==> config.mk <==
export PLATFORM = sky130hd
export DESIGN_NAME = zion_dat_read_track_flat
export DESIGN_NICKNAME = d
export VERILOG_FILES = /design/src/rtl/zion_dat_read_track_if.sv /design/src/rtl/zion_dat_read_track.sv /design/src/flat_wrapper.sv
export SDC_FILE = /design/constraint.sdc
export NUM_CORES = 1
export LEC_CHECK = 0
export ABC_AREA = 1
export CAP_MARGIN = 20
export CORE_AREA = 2 2 96 98
export DETAILED_ROUTE_END_ITERATION = 10
export DIE_AREA = 0 0 98 100
export DONT_BUFFER_PORTS = 1
export GPL_TIMING_DRIVEN = 0
export PLACE_DENSITY = 0.62
export SLEW_MARGIN = 10
export SYNTH_ARGS = -nofsm -noshare
export SYNTH_HDL_FRONTEND = slang
export SYNTH_SLANG_ARGS = --single-unit
==> constraint.sdc <==
create_clock -name clk -period 6.46 [get_ports clk]
set_input_delay 1.292 -clock clk [delete_from_list [all_inputs] [get_ports clk]]
set_output_delay 1.292 -clock clk [all_outputs]
set_load 0.005 [all_outputs]
==> src/rtl/zion_dat_read_track_if.sv <==
// Bus bundle for zion_dat_read_track: load requests in, word reads out to memory,
// in-order read data back, and the {oEn, oAddr, oDat} triple out to the sub-word selector.
interface zion_dat_read_track_if #(
  parameter int WIDTH_TYPE_NUM = 2,
  parameter int WIDTH_ADDR     = 2,
  parameter int WIDTH_BUS_ADDR = 32,
  parameter int WIDTH_DATA     = 32
);
  logic                      iReqVld;
  logic                      oReqRdy;
  logic [WIDTH_BUS_ADDR-1:0] iReqAddr;
  logic [WIDTH_TYPE_NUM-1:0] iReqType;
  logic                      oMemVld;
  logic                      iMemRdy;
  logic [WIDTH_BUS_ADDR-1:0] oMemAddr;
  logic                      iRspVld;
  logic [WIDTH_DATA-1:0]     iRspDat;
  logic                      oVld;
  logic [WIDTH_TYPE_NUM-1:0] oEn;
  logic [WIDTH_ADDR-1:0]     oAddr;
  logic [WIDTH_DATA-1:0]     oDat;
  logic                      oErr;

  modport slave (
    input  iReqVld, iReqAddr, iReqType, iMemRdy, iRspVld, iRspDat,
    output oReqRdy, oMemVld, oMemAddr, oVld, oEn, oAddr, oDat, oErr
  );

  modport master (
    output iReqVld, iReqAddr, iReqType, iMemRdy, iRspVld, iRspDat,
    input  oReqRdy, oMemVld, oMemAddr, oVld, oEn, oAddr, oDat, oErr
  );
endinterface

==> src/rtl/zion_dat_read_track.sv <==
// In-order load tracker feeding the DatRead sub-word selector.
// Optional macro ZION_DAT_READ_TRACK_CHECK_EN: sticky oErr on stray responses plus protocol assertions.
module zion_dat_read_track #(
  parameter int WIDTH_TYPE_NUM = 2,
  parameter int WIDTH_ADDR     = 2,
  parameter int WIDTH_BUS_ADDR = 32,
  parameter int WIDTH_DATA     = 32,
  parameter int DEPTH          = 4
) (
  input logic                   clk,
  input logic                   rst,
  zion_dat_read_track_if.slave  trk_io
);

  localparam int CNT_W = $clog2(DEPTH + 1);
  localparam int PTR_W = (DEPTH > 1) ? $clog2(DEPTH) : 1;

  logic [WIDTH_TYPE_NUM-1:0] tag_type_q [DEPTH];
  logic [WIDTH_ADDR-1:0]     tag_addr_q [DEPTH];
  logic [PTR_W-1:0]          wr_ptr_q, rd_ptr_q;
  logic [CNT_W-1:0]          cnt_q, cnt_d;
  logic                      full_s, empty_s, rdy_s, push_s, pop_s;
  logic                      mem_vld_q, mem_vld_d;
  logic [WIDTH_BUS_ADDR-1:0] mem_addr_q, mem_addr_d;
  logic                      vld_q, vld_d;
  logic [WIDTH_TYPE_NUM-1:0] en_q, en_d;
  logic [WIDTH_ADDR-1:0]     addr_q, addr_d;
  logic [WIDTH_DATA-1:0]     dat_q, dat_d;
  logic                      err_q, err_d;

  function automatic logic [PTR_W-1:0] ptr_inc(input logic [PTR_W-1:0] p);
    if (p == PTR_W'(DEPTH - 1)) begin
      return '0;
    end else begin
      return p + PTR_W'(1);
    end
  endfunction

  assign full_s  = (cnt_q == CNT_W'(DEPTH));
  assign empty_s = (cnt_q == CNT_W'(0));
  // A new accept may only replace the memory request once the old one has been taken.
  assign rdy_s   = !full_s && (!mem_vld_q || trk_io.iMemRdy);
  assign push_s  = trk_io.iReqVld && rdy_s;
  assign pop_s   = trk_io.iRspVld && !empty_s;

  // Next-state for occupancy, memory request and output triple.
  always_comb begin
    cnt_d      = cnt_q;
    mem_vld_d  = mem_vld_q;
    mem_addr_d = mem_addr_q;
    vld_d      = 1'b0;
    en_d       = en_q;
    addr_d     = addr_q;
    dat_d      = dat_q;

    case ({push_s, pop_s})
      2'b10:   cnt_d = cnt_q + CNT_W'(1);
      2'b01:   cnt_d = cnt_q - CNT_W'(1);
      default: cnt_d = cnt_q;
    endcase

    if (push_s) begin
      mem_vld_d  = 1'b1;
      mem_addr_d = {trk_io.iReqAddr[WIDTH_BUS_ADDR-1:WIDTH_ADDR], {WIDTH_ADDR{1'b0}}};
    end else if (mem_vld_q && trk_io.iMemRdy) begin
      mem_vld_d  = 1'b0;
    end else begin
      mem_vld_d  = mem_vld_q;
    end

    if (pop_s) begin
      vld_d  = 1'b1;
      en_d   = tag_type_q[rd_ptr_q];
      addr_d = tag_addr_q[rd_ptr_q];
      dat_d  = trk_io.iRspDat;
    end else begin
      vld_d  = 1'b0;
    end

`ifdef ZION_DAT_READ_TRACK_CHECK_EN
    err_d = err_q | (trk_io.iRspVld & empty_s);
`else
    err_d = 1'b0;
`endif
  end

  // State registers and tag storage.
  always_ff @(posedge clk or posedge rst) begin
    if (rst) begin
      for (int i = 0; i < DEPTH; i++) begin
        tag_type_q[i] <= '0;
        tag_addr_q[i] <= '0;
      end
      wr_ptr_q   <= '0;
      rd_ptr_q   <= '0;
      cnt_q      <= '0;
      mem_vld_q  <= 1'b0;
      mem_addr_q <= '0;
      vld_q      <= 1'b0;
      en_q       <= '0;
      addr_q     <= '0;
      dat_q      <= '0;
      err_q      <= 1'b0;
    end else begin
      if (push_s) begin
        tag_type_q[wr_ptr_q] <= trk_io.iReqType;
        tag_addr_q[wr_ptr_q] <= trk_io.iReqAddr[WIDTH_ADDR-1:0];
        wr_ptr_q             <= ptr_inc(wr_ptr_q);
      end
      if (pop_s) begin
        rd_ptr_q <= ptr_inc(rd_ptr_q);
      end
      cnt_q      <= cnt_d;
      mem_vld_q  <= mem_vld_d;
      mem_addr_q <= mem_addr_d;
      vld_q      <= vld_d;
      en_q       <= en_d;
      addr_q     <= addr_d;
      dat_q      <= dat_d;
      err_q      <= err_d;
    end
  end

  assign trk_io.oReqRdy  = rdy_s;
  assign trk_io.oMemVld  = mem_vld_q;
  assign trk_io.oMemAddr = mem_addr_q;
  assign trk_io.oVld     = vld_q;
  assign trk_io.oEn      = en_q;
  assign trk_io.oAddr    = addr_q;
  assign trk_io.oDat     = dat_q;
  assign trk_io.oErr     = err_q;

`ifdef ZION_DAT_READ_TRACK_CHECK_EN
  zion_dat_read_track_chk #(
    .WIDTH_TYPE_NUM (WIDTH_TYPE_NUM),
    .WIDTH_BUS_ADDR (WIDTH_BUS_ADDR)
  ) u_chk (
    .clk_i      (clk),
    .rst_i      (rst),
    .push_i     (push_s),
    .type_i     (trk_io.iReqType),
    .mem_vld_i  (mem_vld_q),
    .mem_rdy_i  (trk_io.iMemRdy),
    .mem_addr_i (mem_addr_q)
  );
`endif

endmodule

`ifdef ZION_DAT_READ_TRACK_CHECK_EN
module zion_dat_read_track_chk #(
  parameter int WIDTH_TYPE_NUM = 2,
  parameter int WIDTH_BUS_ADDR = 32
) (
  input logic                      clk_i,
  input logic                      rst_i,
  input logic                      push_i,
  input logic [WIDTH_TYPE_NUM-1:0] type_i,
  input logic                      mem_vld_i,
  input logic                      mem_rdy_i,
  input logic [WIDTH_BUS_ADDR-1:0] mem_addr_i
);
  a_type_onehot0: assert property (@(posedge clk_i) disable iff (rst_i)
    push_i |-> $onehot0(type_i));

  a_mem_stall_stable: assert property (@(posedge clk_i) disable iff (rst_i)
    (mem_vld_i && !mem_rdy_i) |=> (mem_vld_i && $stable(mem_addr_i)));
endmodule
`endif
==> src/flat_wrapper.sv <==
// flat-port wrapper written by rule: the top's interface ports become plain ports
module zion_dat_read_track_flat 
#(
  parameter int WIDTH_TYPE_NUM = 2,
  parameter int WIDTH_ADDR     = 2,
  parameter int WIDTH_BUS_ADDR = 32,
  parameter int WIDTH_DATA     = 32,
  parameter int DEPTH          = 4
)
  (clk, rst, trk_io_iReqVld, trk_io_iReqAddr, trk_io_iReqType, trk_io_iMemRdy, trk_io_iRspVld, trk_io_iRspDat, trk_io_oReqRdy, trk_io_oMemVld, trk_io_oMemAddr, trk_io_oVld, trk_io_oEn, trk_io_oAddr, trk_io_oDat, trk_io_oErr);
  zion_dat_read_track_if #(.WIDTH_TYPE_NUM(WIDTH_TYPE_NUM), .WIDTH_ADDR(WIDTH_ADDR), .WIDTH_BUS_ADDR(WIDTH_BUS_ADDR), .WIDTH_DATA(WIDTH_DATA)) trk_io_i ();
  input logic clk;
  input logic rst;
  input wire logic [$bits(trk_io_i.iReqVld)-1:0] trk_io_iReqVld;
  input wire logic [$bits(trk_io_i.iReqAddr)-1:0] trk_io_iReqAddr;
  input wire logic [$bits(trk_io_i.iReqType)-1:0] trk_io_iReqType;
  input wire logic [$bits(trk_io_i.iMemRdy)-1:0] trk_io_iMemRdy;
  input wire logic [$bits(trk_io_i.iRspVld)-1:0] trk_io_iRspVld;
  input wire logic [$bits(trk_io_i.iRspDat)-1:0] trk_io_iRspDat;
  output wire logic [$bits(trk_io_i.oReqRdy)-1:0] trk_io_oReqRdy;
  output wire logic [$bits(trk_io_i.oMemVld)-1:0] trk_io_oMemVld;
  output wire logic [$bits(trk_io_i.oMemAddr)-1:0] trk_io_oMemAddr;
  output wire logic [$bits(trk_io_i.oVld)-1:0] trk_io_oVld;
  output wire logic [$bits(trk_io_i.oEn)-1:0] trk_io_oEn;
  output wire logic [$bits(trk_io_i.oAddr)-1:0] trk_io_oAddr;
  output wire logic [$bits(trk_io_i.oDat)-1:0] trk_io_oDat;
  output wire logic [$bits(trk_io_i.oErr)-1:0] trk_io_oErr;
  assign trk_io_i.iReqVld = trk_io_iReqVld;
  assign trk_io_i.iReqAddr = trk_io_iReqAddr;
  assign trk_io_i.iReqType = trk_io_iReqType;
  assign trk_io_i.iMemRdy = trk_io_iMemRdy;
  assign trk_io_i.iRspVld = trk_io_iRspVld;
  assign trk_io_i.iRspDat = trk_io_iRspDat;
  assign trk_io_oReqRdy = trk_io_i.oReqRdy;
  assign trk_io_oMemVld = trk_io_i.oMemVld;
  assign trk_io_oMemAddr = trk_io_i.oMemAddr;
  assign trk_io_oVld = trk_io_i.oVld;
  assign trk_io_oEn = trk_io_i.oEn;
  assign trk_io_oAddr = trk_io_i.oAddr;
  assign trk_io_oDat = trk_io_i.oDat;
  assign trk_io_oErr = trk_io_i.oErr;
  zion_dat_read_track #(.WIDTH_TYPE_NUM(WIDTH_TYPE_NUM), .WIDTH_ADDR(WIDTH_ADDR), .WIDTH_BUS_ADDR(WIDTH_BUS_ADDR), .WIDTH_DATA(WIDTH_DATA), .DEPTH(DEPTH)) u_core (.clk(clk), .rst(rst), .trk_io(trk_io_i));
endmodule
==> run summary <==
Outcome -> finished, final reports clean
Drt pass-1 iters -> 4
Clock sinks -> 91
Row cnt -> 35
Post-synthesis sequential area ratio -> 58.88%
RSZ-0062 raised after global routing -> false
Worst EP arrival -> 1810 ps
Post-Route Setup TNS -> 0 ps
Critical path class -> input port to output pin
Gr ovfl total -> 0
Maximum clock insertion buffer count -> 2
Mean post-synth cell area -> 8.750 um^2
Worst hold slack -> 489.8 ps
CTS Hold Bufs -> 0
Initial Utilization -> 43.50%
Clk_lat worst skew -> 360 ps
WL final -> 8536 um
Synth Warn # -> 0
Num CTS Buffers -> 9
Total track usage -> 18.34%
Worst-Margin Slew -> 595.6 ps
Post-CTS setup repair buffer count -> 0
IO Count -> 143
Max-slew headroom -> 60.29%
Post-place setup slack -> 3206 ps
Clock Tree Root -> clkbuf_8
Clock Skew -> 16.26 ps
Routability congestion estimate -> 0.7578
Die height -> 100 um
Netlist cell types -> 25
Final ANT Viol Nets -> 0
Pleak -> 2.292 nW
Power per cell area -> 478.4 nW/um^2
Die span in x -> 98 um
Critical path peak fanout -> 10
Number of global-route vias before repair -> 2884
CP required -> 5170 ps
Clock slew at reported path FFs -> 90 ps
Fmax -> 322.4 MHz
Tmin final -> 3102 ps
HPWL after detailed placement -> 6237 um
Hold Violations, Final -> 0
Die area -> 9800 um^2
Final setup vio count -> 0
Post-Synthesis Cells -> 442
Filler cells -> 887
Commonest cells after routing, fill and taps aside -> nand2_1 (228), dfrtp_1 (91), nand3_1 (32), nand4_1 (20), buf_2 (12)
Ranking of synthesized cells by area -> dfrtp_1 (59%), nand2_1 (22%), nand3_1 (4.1%)
Port bufs -> 0
DP Area -> 4044 um^2
Final Core Density -> 48.19%
Largest net degree at the start of global routing -> 48
DRT iter0 DRCs -> 69
Post-route cell area -> 4284 um^2
Final Cycle Share -> 48.01%
Vias per inst -> 4.963
Share of cells above drive strength 1 -> 9.348%
Mapped cell area -> 3867 um^2
CP Capture Type -> output pin
Layout area overhead -> 10.77%
# H-tree levels -> 3
Diode count -> 0
Synth Register Bits -> 91
Fin worst setup slack -> 3358 ps
Wire per inst -> 14.95 um
Initial antenna violation count -> 0
Crit Reg-Reg Startpoint -> u_core.trk_io.oMemVld
Hold_sp -> u_core.tag_type_q[3]
Peak supply drop -> 0.2005 mV
# DRC -> 0
MaxCap Viol Count -> 0
Nets -> 534
Vias -> 2834
CTS resizes -> 0
Hold WC Path Type -> flop to flop
Critical path startpoint -> trk_io_iMemRdy
Core area -> 8890 um^2
CTS tree -> yes
Share of the synthesized area in the top cell type -> 58.88%
First-pass GRT wire length -> 14280 um
Most common cell after layout, fill and taps aside -> nand2_1
Startpoint Class -> input port
Fin. max-slew vios -> 0
Largest area contributor in the netlist -> dfrtp_1
stage by stage:
stage | std cells | power (mW)
2_1_floorplan | 444 | 1.430
3_3_place_gp | 555 | 1.573
3_5_place_dp | 556 | 1.607
4_1_cts | 571 | 2.074
5_1_grt | 571 | 2.231
6_report | 571 | 2.050
layout make-up:
cell class                 count  area [um^2]  share of cell area, %
buffer                        25        150.1                  3.505
clock buffer                  11        141.4                  3.300
clock inverter                 4        98.84                  2.307
inverter                      12        47.55                  1.110
multi-input combinational    316         1403                  32.74
sequential                    91         2277                  53.15
tap                          111        138.9                  3.242
timing repair buffer           1        27.53                 0.6425
synthesized netlist by cell type:
master / instances
a21oi_4: 1
xor2_1: 1
buf_4: 7
inv_2: 1
dfrtp_1: 91
conb_1: 1
xnor2_1: 1
ha_1: 6
nand3_1: 32
nor2_4: 1
nand2_1: 228
inv_1: 10
nand4_1: 20
or2_2: 1
nand2_2: 1
fa_1: 1
o21ai_0: 9
o21ai_1: 2
buf_6: 2
a21oi_1: 1
buf_2: 12
clkbuf_1: 4
clkinv_1: 1
nand2_4: 1
nor2_1: 7
layer usage:
layer / up-vias / part of all wire [%] / track usage [%]
met5: - / 0 / 0
met4: 0 / 1.4 / 6.731
met3: 11 / 9.4 / 6.198
met2: 111 / 46 / 29.19
met1: 1299 / 43 / 23.49
li1: 1413 / - / -
worst paths after layout:
path / end / slack [ps] / cells after the start
worst max register to register: u_core.cnt_q[2] / 4100 / 11
worst max-delay path: trk_io_oReqRdy / 3360 / 3
worst min-delay path: u_core.tag_type_q[3] / 490 / 2
worst min register to register: u_core.tag_type_q[3] / 490 / 2
min in group asynchronous: u_core.trk_io.oMemAddr[9] / 880 / 1
max in group asynchronous: u_core.trk_io.oAddr[1] / 4950 / 2
worst max-delay path, stage by stage:
cell     delay (ps)
nor2_1          230
a21oi_4          80
buf_2           200
sequential cells by signal, summed over array words and instances, names as in the netlist:
signal and cells:
u_core.wr_ptr_q 2, u_core.cnt_q 3, u_core.trk_io.oEn 2, u_core.tag_type_q 8, u_core.trk_io.oVld 1, u_core.trk_io.oAddr 2
u_core.trk_io.oDat 32, u_core.tag_addr_q 8, u_core.rd_ptr_q 2, u_core.trk_io.oMemVld 1, u_core.trk_io.oMemAddr 30
power by group:
part / switching (mW) / internal, mW / total [mW]
clock network: 0.200 / 0.267 / 0.467
registers: 0.193 / 0.811 / 1.00
logic: 0.362 / 0.217 / 0.579
cells by family (layout without fill, tap and decap cells):
family          after synthesis  count (layout)  synth area share (%)
compound gates               13              13                 1.973
xor+xnor                      2               2                0.4530
fa+ha+maj                     7               7                 2.459
buf+inv                      37              53                 5.047
flops                        91              91                 58.88
other cells                   1               3               0.09696
simple gates                291             291                 31.09
Note: power is estimated with default switching activity, not from simulation.
